--- src/rtl/cpu_defs_pkg.sv ---
// cpu_defs: shared fetch-stage state encodings and defaults.
package cpu_defs;
    typedef enum logic [1:0] {BOOT, RUN, HOLD, HALT} fetch_state_e;
    localparam logic [31:0] INST_NOP     = 32'h0000_0000;
    localparam logic [31:0] RESET_PC_DEF = 32'h0000_0000;
    localparam int          ROM_AW_DEF   = 17;
endpackage

--- src/rtl/if_fetch_unit_next_pc.sv ---
// if_next_pc: next-pc priority mux (flush > stall > pending > branch > +4) and fetch fault check.
module if_next_pc
    import cpu_defs::*;
#(
    parameter int ROM_AW = ROM_AW_DEF
) (
    input  logic [31:0] pc_i,
    input  logic        flush_i,
    input  logic [31:0] flush_pc_i,
    input  logic        stall_i,
    input  logic        pend_vld_i,
    input  logic [31:0] pend_tgt_i,
    input  logic        branch_flag_i,
    input  logic [31:0] branch_target_i,
    output logic [31:0] next_pc_o,
    output logic        fault_o
);
    assign next_pc_o = flush_i       ? flush_pc_i      :
                       stall_i       ? pc_i            :
                       pend_vld_i    ? pend_tgt_i      :
                       branch_flag_i ? branch_target_i : pc_i + 32'd4;
    assign fault_o = (pc_i[1:0] != 2'b00) || ((pc_i >> (ROM_AW + 2)) != 32'd0);
endmodule

--- src/rtl/if_fetch_unit.sv ---
// if_fetch_unit: PC generation, ROM fetch and IF/ID register with fault halt.
// Define IF_PERF_CNT_EN to add fetch/stall performance counters.
module if_fetch_unit
    import cpu_defs::*;
#(
    parameter logic [31:0] RESET_PC = RESET_PC_DEF,
    parameter int          ROM_AW   = ROM_AW_DEF
) (
    input  logic        clk,
    input  logic        rst,
    input  logic        stall,
    input  logic        flush,
    input  logic [31:0] flush_pc,
    input  logic        branch_flag_i,
    input  logic [31:0] branch_target_i,
    output logic        rom_ce,
    output logic [31:0] rom_addr,
    input  logic [31:0] rom_inst_i,
    output logic [31:0] id_pc_o,
    output logic [31:0] id_inst_o,
    output logic        id_valid_o,
    output logic        fetch_err_o,
    output logic [31:0] fetch_bad_addr_o
`ifdef IF_PERF_CNT_EN
    ,
    output logic [31:0] perf_fetch_cnt_o,
    output logic [31:0] perf_stall_cnt_o
`endif
);
    fetch_state_e state_q, state_d;
    logic [31:0] pc_q, pc_d, id_pc_q, id_pc_d, id_inst_q, id_inst_d;
    logic [31:0] bad_q, bad_d, pend_tgt_q, pend_tgt_d, next_pc;
    logic        id_valid_q, id_valid_d, err_q, err_d, pend_vld_q, pend_vld_d;
    logic        active, fault, load;

    if_next_pc #(.ROM_AW(ROM_AW)) u_next_pc (
        .pc_i(pc_q), .flush_i(flush), .flush_pc_i(flush_pc), .stall_i(stall),
        .pend_vld_i(pend_vld_q), .pend_tgt_i(pend_tgt_q),
        .branch_flag_i(branch_flag_i), .branch_target_i(branch_target_i),
        .next_pc_o(next_pc), .fault_o(fault)
    );

    assign active = (state_q == RUN) || (state_q == HOLD);
    assign load   = !flush && active && !fault && !stall;

    always_comb begin
        state_d    = state_q;
        pc_d       = pc_q;
        id_pc_d    = id_pc_q;
        id_inst_d  = id_inst_q;
        id_valid_d = id_valid_q;
        err_d      = err_q;
        bad_d      = bad_q;
        pend_vld_d = pend_vld_q;
        pend_tgt_d = pend_tgt_q;
        if (flush) begin
            state_d    = RUN;
            pc_d       = next_pc;
            id_inst_d  = INST_NOP;
            id_valid_d = 1'b0;
            err_d      = 1'b0;
            pend_vld_d = 1'b0;
        end else if (state_q == BOOT) begin
            state_d = RUN;
        end else if (active && fault) begin
            // faulting address is never presented to the ROM; a bubble replaces it
            state_d    = HALT;
            err_d      = 1'b1;
            bad_d      = pc_q;
            id_inst_d  = INST_NOP;
            id_valid_d = 1'b0;
        end else if (active) begin
            state_d = stall ? HOLD : RUN;
            pc_d    = next_pc;
            if (stall && branch_flag_i) begin
                pend_vld_d = 1'b1;
                pend_tgt_d = branch_target_i;
            end
            if (!stall) begin
                id_pc_d    = pc_q;
                id_inst_d  = rom_inst_i;
                id_valid_d = 1'b1;
                pend_vld_d = 1'b0;
            end
        end
    end

    always_ff @(posedge clk or negedge rst) begin
        if (!rst) begin
            state_q    <= BOOT;
            pc_q       <= RESET_PC;
            id_pc_q    <= 32'd0;
            id_inst_q  <= INST_NOP;
            id_valid_q <= 1'b0;
            err_q      <= 1'b0;
            bad_q      <= 32'd0;
            pend_vld_q <= 1'b0;
            pend_tgt_q <= 32'd0;
        end else begin
            state_q    <= state_d;
            pc_q       <= pc_d;
            id_pc_q    <= id_pc_d;
            id_inst_q  <= id_inst_d;
            id_valid_q <= id_valid_d;
            err_q      <= err_d;
            bad_q      <= bad_d;
            pend_vld_q <= pend_vld_d;
            pend_tgt_q <= pend_tgt_d;
        end
    end

`ifdef IF_PERF_CNT_EN
    logic [31:0] fetch_cnt_q, stall_cnt_q;
    always_ff @(posedge clk or negedge rst) begin
        if (!rst) begin
            fetch_cnt_q <= 32'd0;
            stall_cnt_q <= 32'd0;
        end else begin
            fetch_cnt_q <= fetch_cnt_q + {31'd0, load};
            stall_cnt_q <= stall_cnt_q + {31'd0, state_q == HOLD};
        end
    end
    assign perf_fetch_cnt_o = fetch_cnt_q;
    assign perf_stall_cnt_o = stall_cnt_q;
`endif

    assign rom_ce           = active && !fault;
    assign rom_addr         = pc_q;
    assign id_pc_o          = id_pc_q;
    assign id_inst_o        = id_inst_q;
    assign id_valid_o       = id_valid_q;
    assign fetch_err_o      = err_q;
    assign fetch_bad_addr_o = bad_q;
endmodule
--- config.mk ---
export PLATFORM = sky130hd
export DESIGN_NAME = if_fetch_unit
export DESIGN_NICKNAME = d
export VERILOG_FILES = /design/src/rtl/cpu_defs_pkg.sv /design/src/rtl/if_fetch_unit_next_pc.sv /design/src/rtl/if_fetch_unit.sv
export SDC_FILE = /design/constraint.sdc
export NUM_CORES = 1
export LEC_CHECK = 0
export BUFFER_PORTS_ARGS = -buffer_cell sky130_fd_sc_hd__clkbuf_2
export CAP_MARGIN = 15
export CORE_ASPECT_RATIO = 1.1
export CORE_UTILIZATION = 46
export DETAILED_ROUTE_END_ITERATION = 7
export MAX_ROUTING_LAYER = met4
export PLACE_DENSITY_LB_ADDON = 0.08
export SLEW_MARGIN = 25
export SYNTH_ARGS = -nofsm -noshare
export SYNTH_HDL_FRONTEND = slang
export SYNTH_SLANG_ARGS = --single-unit
--- constraint.sdc ---
create_clock -name clk -period 2.2 [get_ports clk]
set_input_delay 0.55 -clock clk [delete_from_list [all_inputs] [get_ports clk]]
set_output_delay 0.55 -clock clk [all_outputs]
set_load 0.01 [all_outputs]
======== After elaboration in Yosys (flattened, before gate mapping) ========
Index checks and enable logic that the tools add are counted.
cells by class
  add/subtract/negate cells ............... 1
  equality and inequality tests ........... 6
  muxes and demuxes ....................... 32
  bitwise gates (word level) .............. 4
  reduce and logical (&&, ||, !) cells .... 20
operator list
  kind                     number
  $mux W32                 13
  $add A32 B3 Y32 const B  1
  $reduce_bool A32 Y1      1
  $mux W1                  14
  $mux W2                  5
  $reduce_and A5 Y1        2
  $reduce_and A3 Y1        3
  $ne A3 B1 Y1 const B     2
  $reduce_bool A2 Y1       3
  $ne A2 B2 Y1 const B     2
  $not A1 Y1               4
  $reduce_and A4 Y1        1
  $reduce_bool A4 Y1       1
  $logic_and A1 B1 Y1      3
  $reduce_bool A3 Y1       1
  $eq A2 B1 Y1 const B     1
  $eq A2 B2 Y1 const B     1
  $logic_not A2 Y1         1
  $logic_or A1 B1 Y1       2
  $reduce_and A2 Y1        1
  $logic_not A1 Y1         1
word-level totals
  register bits after elaboration ......... 165
  output and inout bits ................... 131
  logic and storage cells ................. 72

======== Longest topological paths before layout ========
Gate-level depths: netlist of the first run.
  depth after elaboration ................. 9
  gate-level depth with buffers ........... 9
  mapped depth without buffers ............ 7

======== Cells and area by module ========
From an unflattened synthesis of the first run, not the netlist that was laid out.
second synthesis, totals
  cells, all modules ...................... 684
  area total of the unflattened synthesis .. 8031.5 µm²
modules (own cells, without submodules)
  module         times used  cells an instance  area each (µm²)  seq. area each (µm²)
  if_fetch_unit  1           370                6114.6           4129.0
  if_next_pc     1           314                1916.8           0.0

======== Worst setup path after synthesis of the first run ========
OpenSTA, ideal clock, no wires.
  path type ............................... register to register
  from .................................... register pc_q[2], in the netlist rom_addr[2]
  to ...................................... register pc_q[30], in the netlist rom_addr[30]
  library setup time ...................... 0.101 ns
  arrival time ............................ 2.116 ns
  data required time ...................... 2.099 ns
  setup slack ............................. -0.017 ns
  stages on the path, launching flop included .. 7
  buffers on the path ..................... 0
  path through ............................ dfrtp_1 ha_1 nand4_2 nor4_1 nand4_1 o31a_1 o32ai_1
between the ends
  longest elaborated chain between the ends .. 9
ends and longest elaborated chain
  item                      line                         source
  start: declaration        if_fetch_unit.sv:31          logic [31:0] pc_q, pc_d, id_pc_q, id_pc_d, id_inst_q, id_inst_d;
  start signal: assignment  if_fetch_unit.sv:101         pc_q <= pc_d;
  $add A32 B3 Y32 (*)       if_fetch_unit_next_pc.sv:21  branch_flag_i ? branch_target_i : pc_i + 32'd4;
  $mux W32 (*)              if_fetch_unit_next_pc.sv:21
  $mux W32 (*)              if_fetch_unit_next_pc.sv:20  pend_vld_i ? pend_tgt_i :
  $mux W32 (*)              if_fetch_unit_next_pc.sv:19  stall_i ? pc_i :
  $mux W32 (*)              if_fetch_unit_next_pc.sv:18  assign next_pc_o = flush_i ? flush_pc_i :
  $mux W32                  if_fetch_unit.sv:72          end else if (active) begin
  $mux W32                  if_fetch_unit.sv:65          end else if (active && fault) begin
  $mux W32                  if_fetch_unit.sv:63          end else if (state_q == BOOT) begin
  $mux W32 (*)              if_fetch_unit.sv:56          if (flush) begin
Mark *: on every way between the ends. The rest lies on a longest branch, timed or not. The select of a mux whose other input is x is not followed.
A chain may end at the register's enable or synchronous reset.

======== Worst setup path after layout of the first run ========
  from .................................... register pc_q[30], in the netlist rom_addr[30]
  to ...................................... output rom_ce
between the ends
  longest elaborated chain between the ends .. 4
ends and longest elaborated chain
  item                 line                         source
  $reduce_bool A32 Y1  if_fetch_unit_next_pc.sv:22  assign fault_o = (pc_i[1:0] != 2'b00) || ((pc_i >> (ROM_AW + 2)) != 32'd0);
  $logic_or A1 B1 Y1   if_fetch_unit_next_pc.sv:22
  $logic_not A1 Y1     if_fetch_unit.sv:127         assign rom_ce = active && !fault;
  $logic_and A1 B1 Y1  if_fetch_unit.sv:127
  end: declaration     if_fetch_unit.sv:16          output logic rom_ce,
Every way passes these cells.

==> results of run 1 <==
==> state kept, by name, summed over array words and instances, names as in the netlist, 2 cells and up <==
signal	cells
fetch_bad_addr_o	32
state_q	2
id_inst_o	32
id_pc_o	32
rom_addr	32
pend_tgt_q	32
==> power by group through the flow <==
stage / logic (mW) / registers [mW] / clock network, mW
2_1_floorplan: 0.374 / 3.49 / 0
4_1_cts: 1.12 / 3.33 / 2.94
5_1_grt: 1.23 / 3.36 / 3.07
3_5_place_dp: 1.11 / 3.38 / 0
3_3_place_gp: 1.09 / 3.37 / 0
6_report: 1.12 / 3.34 / 2.88
==> per-stage QoR <==
step	cell area (µm²)	cells	utilization, %
2_1_floorplan	7336	627	-
3_3_place_gp	9180	1079	58.79
3_5_place_dp	9180	1079	58.79
4_1_cts	9806	1113	62.80
5_1_grt	9836	1114	62.99
6_report	9836	1114	62.99
==> path summary, 6_finish.rpt <==
path	from	to	slack, ns	cells after the start
setup / recovery	rom_addr[30]$_DFFE_PN0P_	rom_ce	-0.04	4
hold / removal	rst	id_pc_o[5]$_DFFE_PN0P_	0.06	1
setup reg to reg	rom_addr[30]$_DFFE_PN0P_	rom_addr[10]$_DFFE_PN0P_	0.08	7
hold reg to reg	id_valid_o$_DFFE_PN0P_	id_valid_o$_DFFE_PN0P_	0.48	1
max in group asynchronous	rst	id_inst_o[25]$_DFFE_PN0P_	1.49	2
min in group clk	flush_pc[4]	rom_addr[4]$_DFFE_PN0P_	0.33	3
==> cell families after synthesis <==
kind of cell | synth area share (%)
compound gates | 16.61
flops | 56.33
buf+inv | 3.482
xor+xnor | 0.3585
mux | 12.21
fa+ha+maj | 0.3414
simple gates | 10.67
==> Yosys cell counts (3+ instances only) <==
library cell    n
dfrtp_1       165
a32o_1          3
o21ai_0        35
xor2_1          3
mux2_2         75
inv_1          17
o31ai_1         7
a211oi_1       10
buf_2          13
or3_1           3
nand4_1         8
clkbuf_1       28
o311ai_0        3
a22o_1         41
a31o_2          3
a21oi_1        18
nand3_1         6
nor2_1         29
mux2i_1         5
nor2b_1        16
o31a_1          3
o211ai_1        3
a31oi_1        11
nand2b_1        5
a221oi_1        5
a221o_1         9
nor3_1          5
and4_1          5
nor4_1          9
and3_1          4
nand2_1        44
and2_1          3
==> worst max-delay path, delay by kind of cell, from the launching register on <==
kind | cells | cell delay (ns)
and+or+nand+nor | 3 | 0.75
DFF | 1 | 0.41
buffers and inverters | 1 | 0.10
==> repair_timing <==
action / 4_1_cts / 5_1_grt
hold buffers: 0 / 0
pin swaps: 2 / 3
endpoints found under the setup margin: 1 / 44
resized for setup: 8 / 6
setup buffers: 2 / 1
==> cell type report <==
cell class                 instances  area (µm²)  share of cell area (%)
sequential                       165        4130                   41.99
multi-input combinational        399        3015                   30.66
timing repair buffer             300        1803                   18.33
clock buffer                      17       425.4                   4.325
tap                              200       250.2                   2.544
clock inverter                    15       143.9                   1.463
inverter                          18       67.56                  0.6869
==> routing by layer <==
| layer | GRT usage [%] | vias up | share of wire, % |
|---|---|---|---|
| met5 | - | - | 0 |
| met4 | 10.30 | 0 | 1.7 |
| met3 | 4.294 | 30 | 6.1 |
| met2 | 43.91 | 252 | 49 |
| met1 | 36.83 | 3185 | 43 |
| li1 | - | 2872 | - |
==> impl_metrics.tcl, run 1 <==
set metrics [dict create \
    status "finished with violations" \
    violations "negative setup slack" \
    cp_data_required_time_ns 1.65 \
    crit_slowest_cell "dfrtp_1" \
    setup_slack_ns -0.03724 \
    dp_hpwl_mm 15.18 \
    yosysWarnings 0 \
    place_congestion 0.8454 \
    hp-class "in -> async" \
    grt_pass1_vias 6475 \
    netlist_area_um2 7330 \
    ys_top_cells_by_area "dfrtp_1 (56%), mux2_2 (12%), a22o_1 (4.9%), o21ai_0 (2.4%), nand2_1 (2.3%)" \
    totalWireLength_mm 21.47 \
    ys_ff_latch 165 \
    fp.dieH_um 134.4 \
    tritoncts "done" \
    fillCellCount 1287 \
    cp_max_fo 2 \
    end_kind "output pin" \
    grt_pass1_wl_mm 34.11 \
    power.internal_mw 5.304 \
    power_density_nw_per_um2 746.5 \
    die_w_um 122.4 \
    numCtsBuffers 17 \
    drtPass1Iterations 5 \
    cp.arrival_ns 1.69 \
    rows 48 \
    vias 6339 \
    async_flop_share_pct 100.0 \
    cts_num_sinks 165 \
    antenna_found_initial 0 \
    core_area_um2 15620 \
    cap_viol_max_count 0 \
    die-area_um2 16440 \
    tightest_slew_ns 0.4805 \
    final.setup.tns_ns -0.03724 \
    n_antenna_cell 0 \
    rsz0062_at_grt "yes" \
    synth_top_cell_by_area "dfrtp_1" \
    critPathLaunchType "flop" \
    clock_skew_ns 0.006728 \
    worstSetupPathType "reg -> out" \
    synth_cells 627 \
    synth_top_area_share_pct 56.33 \
    max_stage_delay_ns 0.41 \
    period_needed_ns 2.237 \
    synth_edf_count 0 \
    power_frac_comb_pct 15.3 \
    wl_per_cell_um 19.27 \
    power.leakage_nw 5.030 \
    finalCritPeriodShare_pct 101.7 \
    power_frac_clock_pct 39.3 \
    grt_max_degree 62 \
    nets 1004 \
    max-slew-margin-rel_pct 67.97 \
    ant_nets 0 \
    cts.clk_slew.worst_paths_ns 0.06 \
    syn_avg_cell_area_um2 11.69 \
    synth_nets 730 \
    start_util_pct 46.94 \
    vias_per_cell 5.690 \
    port_buffers 231 \
    synthFlopType "dfrtp_1" \
    root_buffer "clkbuf_16" \
    drc 0 \
    drt-initial-drc-count 403 \
    power.total_mw 7.342 \
    grt_usage_pct 28.06 \
    drive_above_1_share_pct 47.48 \
    yosysUniqueCellTypes 57 \
    ios 232 \
    clock_path_buffers 2 \
    slew_violations 0 \
    final_common_cell "clkbuf_2" \
    setup_viol 1 \
    htree_levels 4 \
    overflow 0 \
    netSwitchingFraction_pct 27.77 \
    layout_common_cells "clkbuf_2 (229), dfrtp_1 (164), mux2_2 (75)" \
    dp_slack_ns 0.03336 \
    cp_cell_sequence "nor4_4, and4_4, and2_4, buf_8" \
    syn_to_final_growth_pct 34.19 \
    yosysSeqAreaShare_pct 56.33 \
    p_switching_mw 2.039 \
    timing.hold.ws_ns 0.05544 \
    hold_violations 0 \
    fmax_ghz 0.4470 \
    worstSkewPairLatency_ns 0.43 \
    pwr-share-seq_pct 45.4 \
    vdd_drop_max_v 0.0004468 \
]
Note: power is estimated with default switching activity, not from simulation.
==> inputs of run 2 (changes only) <==
--- a/config.mk
+++ b/config.mk
@@ -8,7 +8,7 @@
 export BUFFER_PORTS_ARGS = -buffer_cell sky130_fd_sc_hd__clkbuf_2
 export CAP_MARGIN = 15
 export CORE_ASPECT_RATIO = 1.1
-export CORE_UTILIZATION = 46
+export CORE_UTILIZATION = 51
 export DETAILED_ROUTE_END_ITERATION = 7
 export MAX_ROUTING_LAYER = met4
 export PLACE_DENSITY_LB_ADDON = 0.08
==> constraint.sdc (replaced) <==
create_clock -name clk -period 2.42 [get_ports clk]
set_input_delay 0.363 -clock clk [delete_from_list [all_inputs] [get_ports clk]]
set_output_delay 0.363 -clock clk [all_outputs]
set_load 0.01 [all_outputs]
==> run 2 against run 1 <==
Compared with the run above:
- highest routed layer unchanged
- worst setup slack gained 0.17 ns
- largest power group unchanged
- count of clock-buffer cells in the layout grew 6
- first-iteration DRC count grew 4.2%
- final area shrank 3.2%
- the run now ends clean
==> impl_metrics.tcl, run 2 (synthesis results as in run 1) <==
set metrics [dict create \
    setup_viol 0 \
    wl_met1_mm 8.700 \
    place_congestion 0.8970 \
    hp-class "in -> reg" \
    cts_num_sinks 165 \
    fmax_ghz 0.4374 \
    cap_viol_max_count 0 \
    post_cts_buffers 0 \
    grt_pass1_vias 6075 \
    cts.clk_slew.worst_paths_ns 0.06 \
    final_common_cell "clkbuf_2" \
    fillCellCount 1078 \
    numCtsBuffers 17 \
    overflow 0 \
    nets 975 \
    dp_hpwl_mm 14.30 \
    timing.hold.ws_ns 0.1445 \
    vias 6192 \
    wl_met3_mm 1.283 \
    final_area_um2 9517 \
    syn_to_final_growth_pct 29.84 \
    worstSetupPathType "reg -> out" \
    status "complete, no violations" \
    tightest_slew_ns 0.6461 \
    drt-initial-drc-count 420 \
    cp_data_required_time_ns 2.06 \
    rows 45 \
    final.setup.tns_ns 0 \
    die_w_um 116.3 \
    worstSkewPairLatency_ns 0.43 \
    clock_skew_ns 0.008649 \
    drc 0 \
    setup_slack_ns 0.1338 \
    die-area_um2 14860 \
    max_stage_delay_ns 0.44 \
    fin_util_pct 68.43 \
    dr_wl_met2_mm 9.597 \
    top_layer_used "met4" \
    port_buffers 231 \
    crit_slowest_cell "dfrtp_1" \
    grt_usage_pct 29.19 \
    n_antenna_cell 0 \
    hold_path.startpoint "flush_pc[3]" \
    cp_max_fo 7 \
    cp.arrival_ns 1.92 \
    totalWireLength_mm 20.19 \
    ant_nets 0 \
    rr_startpoint "rom_addr[7]$_DFFE_PN0P_" \
    critPathLaunchType "flop" \
    slew_violations 0 \
    grt_max_degree 61 \
    tritoncts "done" \
    htree_levels 4 \
    drive_above_1_share_pct 44.75 \
    power.total_mw 6.717 \
    rsz0062_at_grt "no" \
    clock_path_buffers 2 \
    finalCritPeriodShare_pct 94.47 \
    cp_cell_sequence "nor4_1, and4_2, and2_1, clkbuf_2" \
    start_util_pct 52.70 \
    layout_common_cells "clkbuf_2 (230), dfrtp_1 (164), mux2_2 (75)" \
    vdd_drop_max_v 0.0005519 \
    cp_top_family "simple AND/OR/NAND/NOR gates" \
    crit_start "rom_addr[25]$_DFFE_PN0P_" \
    end_kind "output pin" \
    drtPass1Iterations 5 \
    antenna_found_initial 0 \
    placed_cells 1040 \
    max-slew-margin-rel_pct 56.93 \
    root_buffer "clkbuf_16" \
    power.leakage_nw 4.881 \
    vias_per_cell 5.771 \
    period_needed_ns 2.286 \
    dp_slack_ns 0.1150 \
    placed_area_um2 8894 \
    ios 232 \
    crit_buf_inv 1 \
    grt_pass1_wl_mm 31.52 \
    hold_violations 0 \
    power_density_nw_per_um2 705.8 \
    fp.dieH_um 127.7 \
    wl_per_cell_um 18.82 \
    layoutNonFillerInstCount 1073 \
    core_area_um2 13910 \
]
==> run 2: cell types whose count changed in the layout (fill, tap and decap cells not counted), sizes merged <==
cell,delta
bufinv,+1
clkinv,-1
clkinvlp,-3
buf,-31
dlygate4sd3,+1
inv,-3
clkbuf,+7
==> run 2: cell type report <==
type | count | area, µm² | area share [%]
clock buffers | 23 | 488.0 | 5.128
clock inverters | 9 | 116.4 | 1.223
inverters | 18 | 67.56 | 0.7100
multi-input cells | 399 | 2964 | 31.15
flip-flops and latches | 165 | 4130 | 43.40
well taps | 188 | 235.2 | 2.472
repair buffers | 271 | 1515 | 15.92
==> run 2: worst reg2reg max path, cell delays in order (launching register included) <==
cell,delay [ns]
dfrtp_1,0.54
nand3_4,0.17
or3_4,0.43
or4_4,0.51
o31a_1,0.26
o32ai_2,0.25
==> run 2: where the power goes <==
group	switching [mW]	internal, mW	total, mW	leakage (nW)
combinational	0.501	0.403	0.904	2.42
sequential	0.137	2.93	3.06	2.16
clock	1.11	1.64	2.75	0.295
total	1.75	4.97	6.72	4.88
==> run 2: path summary, 6_finish.rpt <==
path / cells after the start / to / slack (ns)
hold / removal: 3 / rom_addr[3]$_DFFE_PN0P_ / 0.14
setup reg to reg: 5 / rom_addr[21]$_DFFE_PN0P_ / 0.15
hold reg to reg: 1 / id_valid_o$_DFFE_PN0P_ / 0.48
max in group asynchronous: 3 / pend_tgt_q[20]$_DFFE_PN0P_ / 1.24
setup / recovery: 4 / rom_ce / 0.13
min in group asynchronous: 2 / id_pc_o[5]$_DFFE_PN0P_ / 0.49
==> run 2: per-layer routing <==
layer  up-vias  track usage [%]
met1      3039            38.22
li1       2823                -
met3        55            6.147
met5         -                -
met2       275            43.20
met4         0            14.18
==> run 2: what timing repair did <==
item | CTS | global route
resized for setup | 0 | 4
hold buffers | 1 | 0
endpoints found under the hold margin | 58 | 0
setup endpoints to repair | 0 | 4
